==> config.mk <==
export PLATFORM = sky130hd
export DESIGN_NAME = fetch_pc_btb_flat
export DESIGN_NICKNAME = d
export VERILOG_FILES = /design/src/rtl/fetch_pc_btb_if.sv /design/src/rtl/fetch_pc_btb.sv /design/src/flat_wrapper.sv
export SDC_FILE = /design/constraint.sdc
export NUM_CORES = 2
export LEC_CHECK = 0
export BUFFER_PORTS_ARGS = -buffer_cell sky130_fd_sc_hd__buf_2
export CAP_MARGIN = 20
export CELL_PAD_IN_SITES_DETAIL_PLACEMENT = 0
export CELL_PAD_IN_SITES_GLOBAL_PLACEMENT = 2
export CORE_MARGIN = 2
export CORE_UTILIZATION = 37
export CTS_BUF_LIST = sky130_fd_sc_hd__clkbuf_4 sky130_fd_sc_hd__clkbuf_8
export DETAILED_ROUTE_END_ITERATION = 16
export GPL_TIMING_DRIVEN = 0
export HOLD_SLACK_MARGIN = 0.05
export PLACE_DENSITY = 0.72
export SYNTH_ARGS = -nofsm -noshare
export SYNTH_HDL_FRONTEND = slang
export SYNTH_SLANG_ARGS = --single-unit
==> constraint.sdc <==
create_clock -name clk -period 8.6 [get_ports clk]
set_clock_uncertainty 0.15 [all_clocks]
set_input_delay 1.29 -clock clk [delete_from_list [all_inputs] [get_ports clk]]
set_output_delay 1.29 -clock clk [all_outputs]
set_load 0.02 [all_outputs]
==> src/rtl/fetch_pc_btb_if.sv <==
// Fetch-stage bundle for fetch_pc_btb: hazard/EX-side controls in, fetch PC,
// prediction and performance counters out. master = pipeline side, slave = PC block.
interface fetch_pc_btb_if #(
  parameter int XLEN = 32
);
  logic            pc_en;
  logic            modify_pc_ex;
  logic [XLEN-1:0] update_pc_ex;
  logic            btb_upd_ex;
  logic [XLEN-1:0] btb_pc_ex;
  logic [XLEN-1:0] btb_tgt_ex;
  logic            btb_taken_ex;
  logic [XLEN-1:0] pc_if;
  logic            pred_taken_if;
  logic [XLEN-1:0] pred_tgt_if;
  logic [31:0]     stat_lookups;
  logic [31:0]     stat_hits;
  logic [31:0]     stat_redirects;

  modport master (
    output pc_en, modify_pc_ex, update_pc_ex,
    output btb_upd_ex, btb_pc_ex, btb_tgt_ex, btb_taken_ex,
    input  pc_if, pred_taken_if, pred_tgt_if,
    input  stat_lookups, stat_hits, stat_redirects
  );

  modport slave (
    input  pc_en, modify_pc_ex, update_pc_ex,
    input  btb_upd_ex, btb_pc_ex, btb_tgt_ex, btb_taken_ex,
    output pc_if, pred_taken_if, pred_tgt_if,
    output stat_lookups, stat_hits, stat_redirects
  );
endinterface

==> src/rtl/fetch_pc_btb.sv <==
// IF-stage PC generator with a direct-mapped BTB (2-bit saturating counters).
// Optional performance counters are built when macro BTB_STATS_EN is defined;
// otherwise the stat outputs are tied to zero.
module fetch_pc_btb #(
  parameter int              XLEN        = 32,
  parameter int              BTB_ENTRIES = 16,
  parameter logic [XLEN-1:0] RESET_PC    = '0
) (
  input logic          clk,
  input logic          rst,
  fetch_pc_btb_if.slave bus
);
  localparam int IDX   = $clog2(BTB_ENTRIES);
  localparam int TAG_W = XLEN - IDX - 2;

  logic [XLEN-1:0]  pc_reg;
  logic [XLEN-1:0]  pc_next;

  logic             valid_reg  [BTB_ENTRIES];
  logic [TAG_W-1:0] tag_reg    [BTB_ENTRIES];
  logic [XLEN-1:0]  target_reg [BTB_ENTRIES];
  logic [1:0]       ctr_reg    [BTB_ENTRIES];

  // Lookup side, indexed by the current fetch PC
  logic [IDX-1:0]   look_idx;
  logic [TAG_W-1:0] look_tag;
  logic             look_hit;

  assign look_idx = pc_reg[IDX+1:2];
  assign look_tag = pc_reg[XLEN-1:IDX+2];
  assign look_hit = valid_reg[look_idx] && (tag_reg[look_idx] == look_tag);

  assign bus.pc_if         = pc_reg;
  assign bus.pred_taken_if = look_hit & ctr_reg[look_idx][1];
  assign bus.pred_tgt_if   = look_hit ? target_reg[look_idx] : '0;

  // Training side, indexed by the resolving EX instruction
  logic [IDX-1:0]         upd_idx;
  logic [TAG_W-1:0]       upd_tag;
  logic                   upd_hit;
  logic [1:0]             upd_ctr;
  logic [1:0]             ctr_next;
  logic                   upd_write;
  logic [BTB_ENTRIES-1:0] entry_we;
  logic                   unused_bits;

  assign upd_idx     = bus.btb_pc_ex[IDX+1:2];
  assign upd_tag     = bus.btb_pc_ex[XLEN-1:IDX+2];
  assign upd_hit     = valid_reg[upd_idx] && (tag_reg[upd_idx] == upd_tag);
  assign upd_ctr     = ctr_reg[upd_idx];
  // A miss that resolves not-taken leaves the table untouched
  assign upd_write   = bus.btb_upd_ex && (upd_hit || bus.btb_taken_ex);
  assign unused_bits = ^bus.btb_pc_ex[1:0];

  // Counter update: saturating step on a hit, weakly-taken on allocation
  always_comb begin
    ctr_next = 2'b10;
    if (upd_hit) begin
      if (bus.btb_taken_ex)
        ctr_next = (upd_ctr == 2'b11) ? 2'b11 : upd_ctr + 2'd1;
      else
        ctr_next = (upd_ctr == 2'b00) ? 2'b00 : upd_ctr - 2'd1;
    end
  end

  // Per-entry write enable decoded from the training index
  genvar gi;
  generate
    for (gi = 0; gi < BTB_ENTRIES; gi++) begin : g_we
      assign entry_we[gi] = upd_write && (upd_idx == IDX'(gi));
    end
  endgenerate

  // BTB storage; writes land at the edge so same-cycle lookups see old contents
  always_ff @(posedge clk) begin
    if (rst) begin
      for (int i = 0; i < BTB_ENTRIES; i++) begin
        valid_reg[i]  <= 1'b0;
        tag_reg[i]    <= '0;
        target_reg[i] <= '0;
        ctr_reg[i]    <= 2'b01;
      end
    end else begin
      for (int i = 0; i < BTB_ENTRIES; i++) begin
        if (entry_we[i]) begin
          valid_reg[i] <= 1'b1;
          tag_reg[i]   <= upd_tag;
          ctr_reg[i]   <= ctr_next;
          if (bus.btb_taken_ex)
            target_reg[i] <= bus.btb_tgt_ex;
        end
      end
    end
  end

  // Next-PC select: redirect beats stall, stall beats prediction
  always_comb begin
    pc_next = pc_reg + XLEN'(4);
    if (bus.modify_pc_ex)
      pc_next = bus.update_pc_ex;
    else if (!bus.pc_en)
      pc_next = pc_reg;
    else if (bus.pred_taken_if)
      pc_next = bus.pred_tgt_if;
  end

  // Fetch PC register
  always_ff @(posedge clk) begin
    if (rst)
      pc_reg <= RESET_PC;
    else
      pc_reg <= pc_next;
  end

`ifdef BTB_STATS_EN
  logic [31:0] lookups_reg;
  logic [31:0] hits_reg;
  logic [31:0] redirects_reg;

  // Performance counters; redirect cycles are not counted as lookups
  always_ff @(posedge clk) begin
    if (rst) begin
      lookups_reg   <= '0;
      hits_reg      <= '0;
      redirects_reg <= '0;
    end else begin
      if (bus.modify_pc_ex)
        redirects_reg <= redirects_reg + 32'd1;
      if (bus.pc_en && !bus.modify_pc_ex) begin
        lookups_reg <= lookups_reg + 32'd1;
        if (bus.pred_taken_if)
          hits_reg <= hits_reg + 32'd1;
      end
    end
  end

  assign bus.stat_lookups   = lookups_reg;
  assign bus.stat_hits      = hits_reg;
  assign bus.stat_redirects = redirects_reg;
`else
  assign bus.stat_lookups   = 32'd0;
  assign bus.stat_hits      = 32'd0;
  assign bus.stat_redirects = 32'd0;
`endif
endmodule

==> src/flat_wrapper.sv <==
// flat-port wrapper written by rule: the top's interface ports become plain ports
module fetch_pc_btb_flat 
#(
  parameter int              XLEN        = 32,
  parameter int              BTB_ENTRIES = 16,
  parameter logic [XLEN-1:0] RESET_PC    = '0
)
  (clk, rst, bus_pc_en, bus_modify_pc_ex, bus_update_pc_ex, bus_btb_upd_ex, bus_btb_pc_ex, bus_btb_tgt_ex, bus_btb_taken_ex, bus_pc_if, bus_pred_taken_if, bus_pred_tgt_if, bus_stat_lookups, bus_stat_hits, bus_stat_redirects);
  fetch_pc_btb_if #(.XLEN(XLEN)) bus_i ();
  input logic clk;
  input logic rst;
  input wire logic [$bits(bus_i.pc_en)-1:0] bus_pc_en;
  input wire logic [$bits(bus_i.modify_pc_ex)-1:0] bus_modify_pc_ex;
  input wire logic [$bits(bus_i.update_pc_ex)-1:0] bus_update_pc_ex;
  input wire logic [$bits(bus_i.btb_upd_ex)-1:0] bus_btb_upd_ex;
  input wire logic [$bits(bus_i.btb_pc_ex)-1:0] bus_btb_pc_ex;
  input wire logic [$bits(bus_i.btb_tgt_ex)-1:0] bus_btb_tgt_ex;
  input wire logic [$bits(bus_i.btb_taken_ex)-1:0] bus_btb_taken_ex;
  output wire logic [$bits(bus_i.pc_if)-1:0] bus_pc_if;
  output wire logic [$bits(bus_i.pred_taken_if)-1:0] bus_pred_taken_if;
  output wire logic [$bits(bus_i.pred_tgt_if)-1:0] bus_pred_tgt_if;
  output wire logic [$bits(bus_i.stat_lookups)-1:0] bus_stat_lookups;
  output wire logic [$bits(bus_i.stat_hits)-1:0] bus_stat_hits;
  output wire logic [$bits(bus_i.stat_redirects)-1:0] bus_stat_redirects;
  assign bus_i.pc_en = bus_pc_en;
  assign bus_i.modify_pc_ex = bus_modify_pc_ex;
  assign bus_i.update_pc_ex = bus_update_pc_ex;
  assign bus_i.btb_upd_ex = bus_btb_upd_ex;
  assign bus_i.btb_pc_ex = bus_btb_pc_ex;
  assign bus_i.btb_tgt_ex = bus_btb_tgt_ex;
  assign bus_i.btb_taken_ex = bus_btb_taken_ex;
  assign bus_pc_if = bus_i.pc_if;
  assign bus_pred_taken_if = bus_i.pred_taken_if;
  assign bus_pred_tgt_if = bus_i.pred_tgt_if;
  assign bus_stat_lookups = bus_i.stat_lookups;
  assign bus_stat_hits = bus_i.stat_hits;
  assign bus_stat_redirects = bus_i.stat_redirects;
  fetch_pc_btb #(.XLEN(XLEN), .BTB_ENTRIES(BTB_ENTRIES), .RESET_PC(RESET_PC)) u_core (.clk(clk), .rst(rst), .bus(bus_i));
endmodule
Word level (Yosys, flattened, before mapping) --
Memories as Yosys holds them, arrays and structs flattened. A register that Yosys moved wholly into a read port is not among the register bits. Index checks and enable logic that the tools add are counted.
Storage, ports and cells: output and inout bits 161, register bits after elaboration 32, memories 4, memory bits (writable) 976, input port bits 102, logic and storage cells 293
Cells by class: add/sub/neg operators 3, reductions and logical operators 23, equality and inequality tests 18, multiplexer cells 179, bitwise operators 65
Memories:
- u_core.target_reg | words 16, width 32, read ports 1, clocked after Yosys merged registers in 1, wr ports 16, RTL line fetch_pc_btb.sv:21 | logic [XLEN-1:0] target_reg [BTB_ENTRIES];
- u_core.tag_reg | words 16, width 26, read ports 2, clocked after Yosys merged registers in 1, wr ports 16, RTL line fetch_pc_btb.sv:20 | logic [TAG_W-1:0] tag_reg [BTB_ENTRIES];
- u_core.ctr_reg | words 16, width 2, read ports 2, clocked after Yosys merged registers in 1, wr ports 16, RTL line fetch_pc_btb.sv:22 | logic [1:0] ctr_reg [BTB_ENTRIES];
- u_core.valid_reg | words 16, width 1, read ports 2, clocked after Yosys merged registers in 1, wr ports 16, RTL line fetch_pc_btb.sv:19 | logic valid_reg [BTB_ENTRIES];
Operators with widths (count):
- $mux 32 | 20
- $mux 26 | 16
- $mux 1 | 115
- $or 1x1->1 | 64
- $eq 26x26->1 | 2
- $mux 2 | 20
- $add 32x3->32 const B | 1
- $eq 4x4->1 const B | 8
- $mux 4 | 8
- $logic_and 1x1->1 | 19
- $eq 4x3->1 const B | 4
- $eq 4x2->1 const B | 2
- $eq 4x1->1 const B | 1
- $logic_not 4->1 | 1
- $add 2x1->2 const B | 1
- $eq 2x2->1 const B | 1
- $logic_not 2->1 | 1
- $reduce_bool 2->1 | 1
- $sub 2x1->2 const B | 1
- $and 1x1->1 | 1
- $logic_or 1x1->1 | 1

Depth between registers and ports, before layout --
An unclocked memory read counts as a cell.
depth in word-level cells 10, depth in mapped cells 15

Worst setup path after synthesis --
No wires, ideal clock.
path kind input -> register, start input port bus_btb_pc_ex[2], end memory u_core.ctr_reg[11][0] (enable), setup slack 1.999 ns, buffers on the path 4, arrival time 5.996 ns, stages on the path 13, data required time 7.995 ns, cells stage by stage clkbuf_1 > buf_2 > buf_2 > mux4_2 > mux4_2 > xnor2_1 > nand4_1 > nor4_1 > nand2_1 > nand2_1 > buf_4 > nand3_1 > o21ai_0
RTL lines:
- start: declaration | RTL line flat_wrapper.sv:16 | input wire logic [$bits(bus_i.btb_pc_ex)-1:0] bus_btb_pc_ex;
- end: declaration | RTL line fetch_pc_btb.sv:22

==> results.sh <==
export IMPL_synth_edf_count=967
export IMPL_fin_crit_ns=8.56
export IMPL_postSynthRegisterBits=1012
export IMPL_largest_reg_flops=512
export IMPL_reg2reg_depth=12
export IMPL_run_status="finished clean"
export IMPL_stdcell_area_um2=56400
export IMPL_vias_per_cell=5.83
export IMPL_antenna_found_initial=10
export IMPL_slowest_stage="clkbuf_1"
export IMPL_grt_max_degree=33
export IMPL_grt_pass1_vias=31388
export IMPL_clockRootBuffer="clkbuf_8"
export IMPL_place_ws_ns=0.111
export IMPL_power_leakage_nw=19.8
export IMPL_die_width_um=365
export IMPL_slew_violations=0
export IMPL_drc=0
export IMPL_postRouteWirelength_um=193000
export IMPL_die_h_um=365
export IMPL_grt_pass1_wl_um=259000
export IMPL_slew_headroom=0.142
export IMPL_crit_chain="buf_2 > buf_2 > buf_2 > buf_2 > buf_2 > clkbuf_1 > clkbuf_1 > mux4_2 > mux2i_1 > nand2_1 > o21ai_0 > nor2_1 > buf_2"
export IMPL_avgSynthCellArea_um2=15.2
export IMPL_clk_latency_ns=0.95
export IMPL_clockBufferDepth=3
export IMPL_cp_start_kind="flop"
export IMPL_hold_class="flop to flop"
export IMPL_setup_viol=0
export IMPL_power_w=0.0121
export IMPL_h_tree_depth=4
export IMPL_power_density_nw_per_um2=215
export IMPL_rsz0062_at_grt="no"
export IMPL_port_buffers=159
export IMPL_synthArstFlopShare=0
export IMPL_fin_ws_ns=0.0446
export IMPL_drive_gt1_frac=0.301
export IMPL_cts_tree="done"
export IMPL_nets=3762
export IMPL_cp_required_ns=7.16
export IMPL_fmaxAchievable_ghz=0.117
export IMPL_firstDrtPassIters=6
export IMPL_rrSetupSlack_ns=1.93
export IMPL_ys_top_cells_by_area="edfxtp_1, mux4_2, nor2_1, dfxtp_1, mux2i_1"
export IMPL_arrival_ns=7.12
export IMPL_finalCritPeriodShare=0.995
export IMPL_max_stage_delay_ns=0.87
export IMPL_route_detailed_wl_per_inst_um=34.8
export IMPL_drtIter0Drc=4514
export IMPL_yosysUniqueCellTypes=85
export IMPL_core_um2=129000
export IMPL_path_max_fanout=10
export IMPL_peakVddDrop_v=0.000169
export IMPL_finalHoldViolations=0
export IMPL_synthFlopType="edfxtp_1"
export IMPL_postCtsHoldBufs=0
export IMPL_r2r_start="u_core.tag_reg[3][22]$_SDFFCE_PN0P_"
export IMPL_netlist_area_um2=48300
export IMPL_nFillCells=11901
export IMPL_timing_critical_path_to_type="output port"
export IMPL_gr_usage_all_layers=0.288
export IMPL_globalRouteOverflowTotal=0
export IMPL_die_area_um2=133000
export IMPL_timing_hold_ws_ns=0.308
export IMPL_area_delta_synth_final_pct=16.8
export IMPL_worstSetupPathType="flop to output port"
export IMPL_post_dp_cell_area_um2=52900
export IMPL_routabilityCongestion=0.895
export IMPL_vias=32318
export IMPL_initial_core_util=0.373
export IMPL_synth_most_common_cell="edfxtp_1"
export IMPL_ys_seq_area_frac=0.620
export IMPL_yosys_area_top_type_share=0.601
export IMPL_synth_cells=3171
export IMPL_timing_critical_path_to="bus_pred_tgt_if[16]"
export IMPL_synth_top_area_cell="edfxtp_1"
export IMPL_tightestPinTransition_ns=1.29
export IMPL_place_hpwl_um=133000
export IMPL_ant_nets=0
export IMPL_cts_buffers=175
export IMPL_io_pins=263
export IMPL_drv_cap=0
export IMPL_synth_common_cells="edfxtp_1, nor2_1, mux4_2, clkbuf_1, nand2_1"
export IMPL_yosys_warnings=0
export IMPL_core_rowCount=132
export IMPL_clock_sinks=1012
export IMPL_crit_path_frequent_cell="buf_2"
export IMPL_clkTransAtPathRegs_ns=0.07
export IMPL_final_core_util=0.436
export IMPL_reg2reg_to="u_core.tag_reg[2][13]$_SDFFCE_PN0P_"
cell type report:
type                    count  area, um^2  share of cell area
flip-flops and latches   1012       29900               0.531
clock inverters            83         598              0.0106
diodes                      5        12.5            0.000222
plain buffers             345        1870              0.0331
well taps                1742        2180              0.0386
inverters                  85         319             0.00565
multi-input cells        1823       16700               0.296
clock buffers             234        2870              0.0509
repair buffers            217        1940              0.0343
critical path: cells and delay by family (launching register included):
family / cells / cell delay, ns
simple gates: 2 / 0.53
buf+inv: 8 / 4.25
compound gates: 1 / 0.31
mux: 2 / 0.45
flops: 1 / 0.58
power by group:
| part | switching, W | internal (W) | total, W |
|---|---|---|---|
| logic | 0.00107 | 0.000680 | 0.00175 |
| clock network | 0.00216 | 0.00232 | 0.00448 |
| registers | 0.000146 | 0.00574 | 0.00589 |
layout by cell type (no fill, tap or decap), types with 22 or more instances in the layout:
master    netlist  layout
a21oi_1        24      24
and2_1        108     108
buf_12          1      30
buf_2          72     232
buf_4         108     109
clkbuf_1      149     145
clkbuf_4        0      56
clkbuf_8        0     178
clkinv_1        1      39
clkinv_2        0      24
conb_1          1      96
dfxtp_1        45      45
edfxtp_1      967     967
inv_1          82      82
mux2i_1        87      87
mux4_2        388     388
nand2_1       140     116
nand2_2         0      22
nand3_1        46      46
nand4_1        32      32
nor2_1        535     535
nor2b_1        44      44
nor3_1         25      25
o21ai_0        29      22
xnor2_1        37      37
per-layer routing:
| layer | track usage | vias to the layer above | wire, um |
|---|---|---|---|
| li1 | - | 12972 | - |
| met1 | 0.380 | 16818 | 73700 |
| met2 | 0.447 | 2091 | 88600 |
| met3 | 0.0785 | 429 | 21600 |
| met4 | 0.126 | 8 | 8960 |
| met5 | 0 | - | 57 |
worst min path at each step:
stage | startpoint | to | depth (start not counted)
detailed placement | u_core.valid_reg[2]$_DFF_P_ | u_core.valid_reg[2]$_DFF_P_ | 2
global placement | u_core.valid_reg[2]$_DFF_P_ | u_core.valid_reg[2]$_DFF_P_ | 2
floorplan | u_core.valid_reg[2]$_DFF_P_ | u_core.valid_reg[2]$_DFF_P_ | 2
CTS | u_core.valid_reg[2]$_DFF_P_ | u_core.valid_reg[2]$_DFF_P_ | 2
finish | u_core.valid_reg[3]$_DFF_P_ | u_core.valid_reg[3]$_DFF_P_ | 2
global route | u_core.valid_reg[2]$_DFF_P_ | u_core.valid_reg[2]$_DFF_P_ | 2
what timing repair did:
item / CTS / global route
endpoints found under the setup margin: 5 / 5
resized for setup: 1 / 3
cloned: 0 / 0
setup buffers: 0 / 0
stage by stage:
step | instances | setup TNS (ns)
5_1_grt | 5544 | 0
3_5_place_dp | 5224 | 0
4_1_cts | 5540 | 0
6_report | 5546 | 0
3_3_place_gp | 5167 | -838.38
2_1_floorplan | 3266 | 0
kinds of logic (layout without fill, tap and decap cells):
group / count (synthesis) / in the layout / share of synthesized area
DFF: 1012 / 1012 / 0.620
other: 1 / 101 / 0.0000776
adders and majority gates: 3 / 3 / 0.000673
xor gates and xnor gates: 46 / 46 / 0.00834
AOI/OAI and AO/OA: 171 / 171 / 0.0247
muxes: 495 / 495 / 0.205
and+or+nand+nor: 1012 / 1012 / 0.0966
buffers and inverters: 431 / 964 / 0.0453
Power figures use the tool's default switching activity.
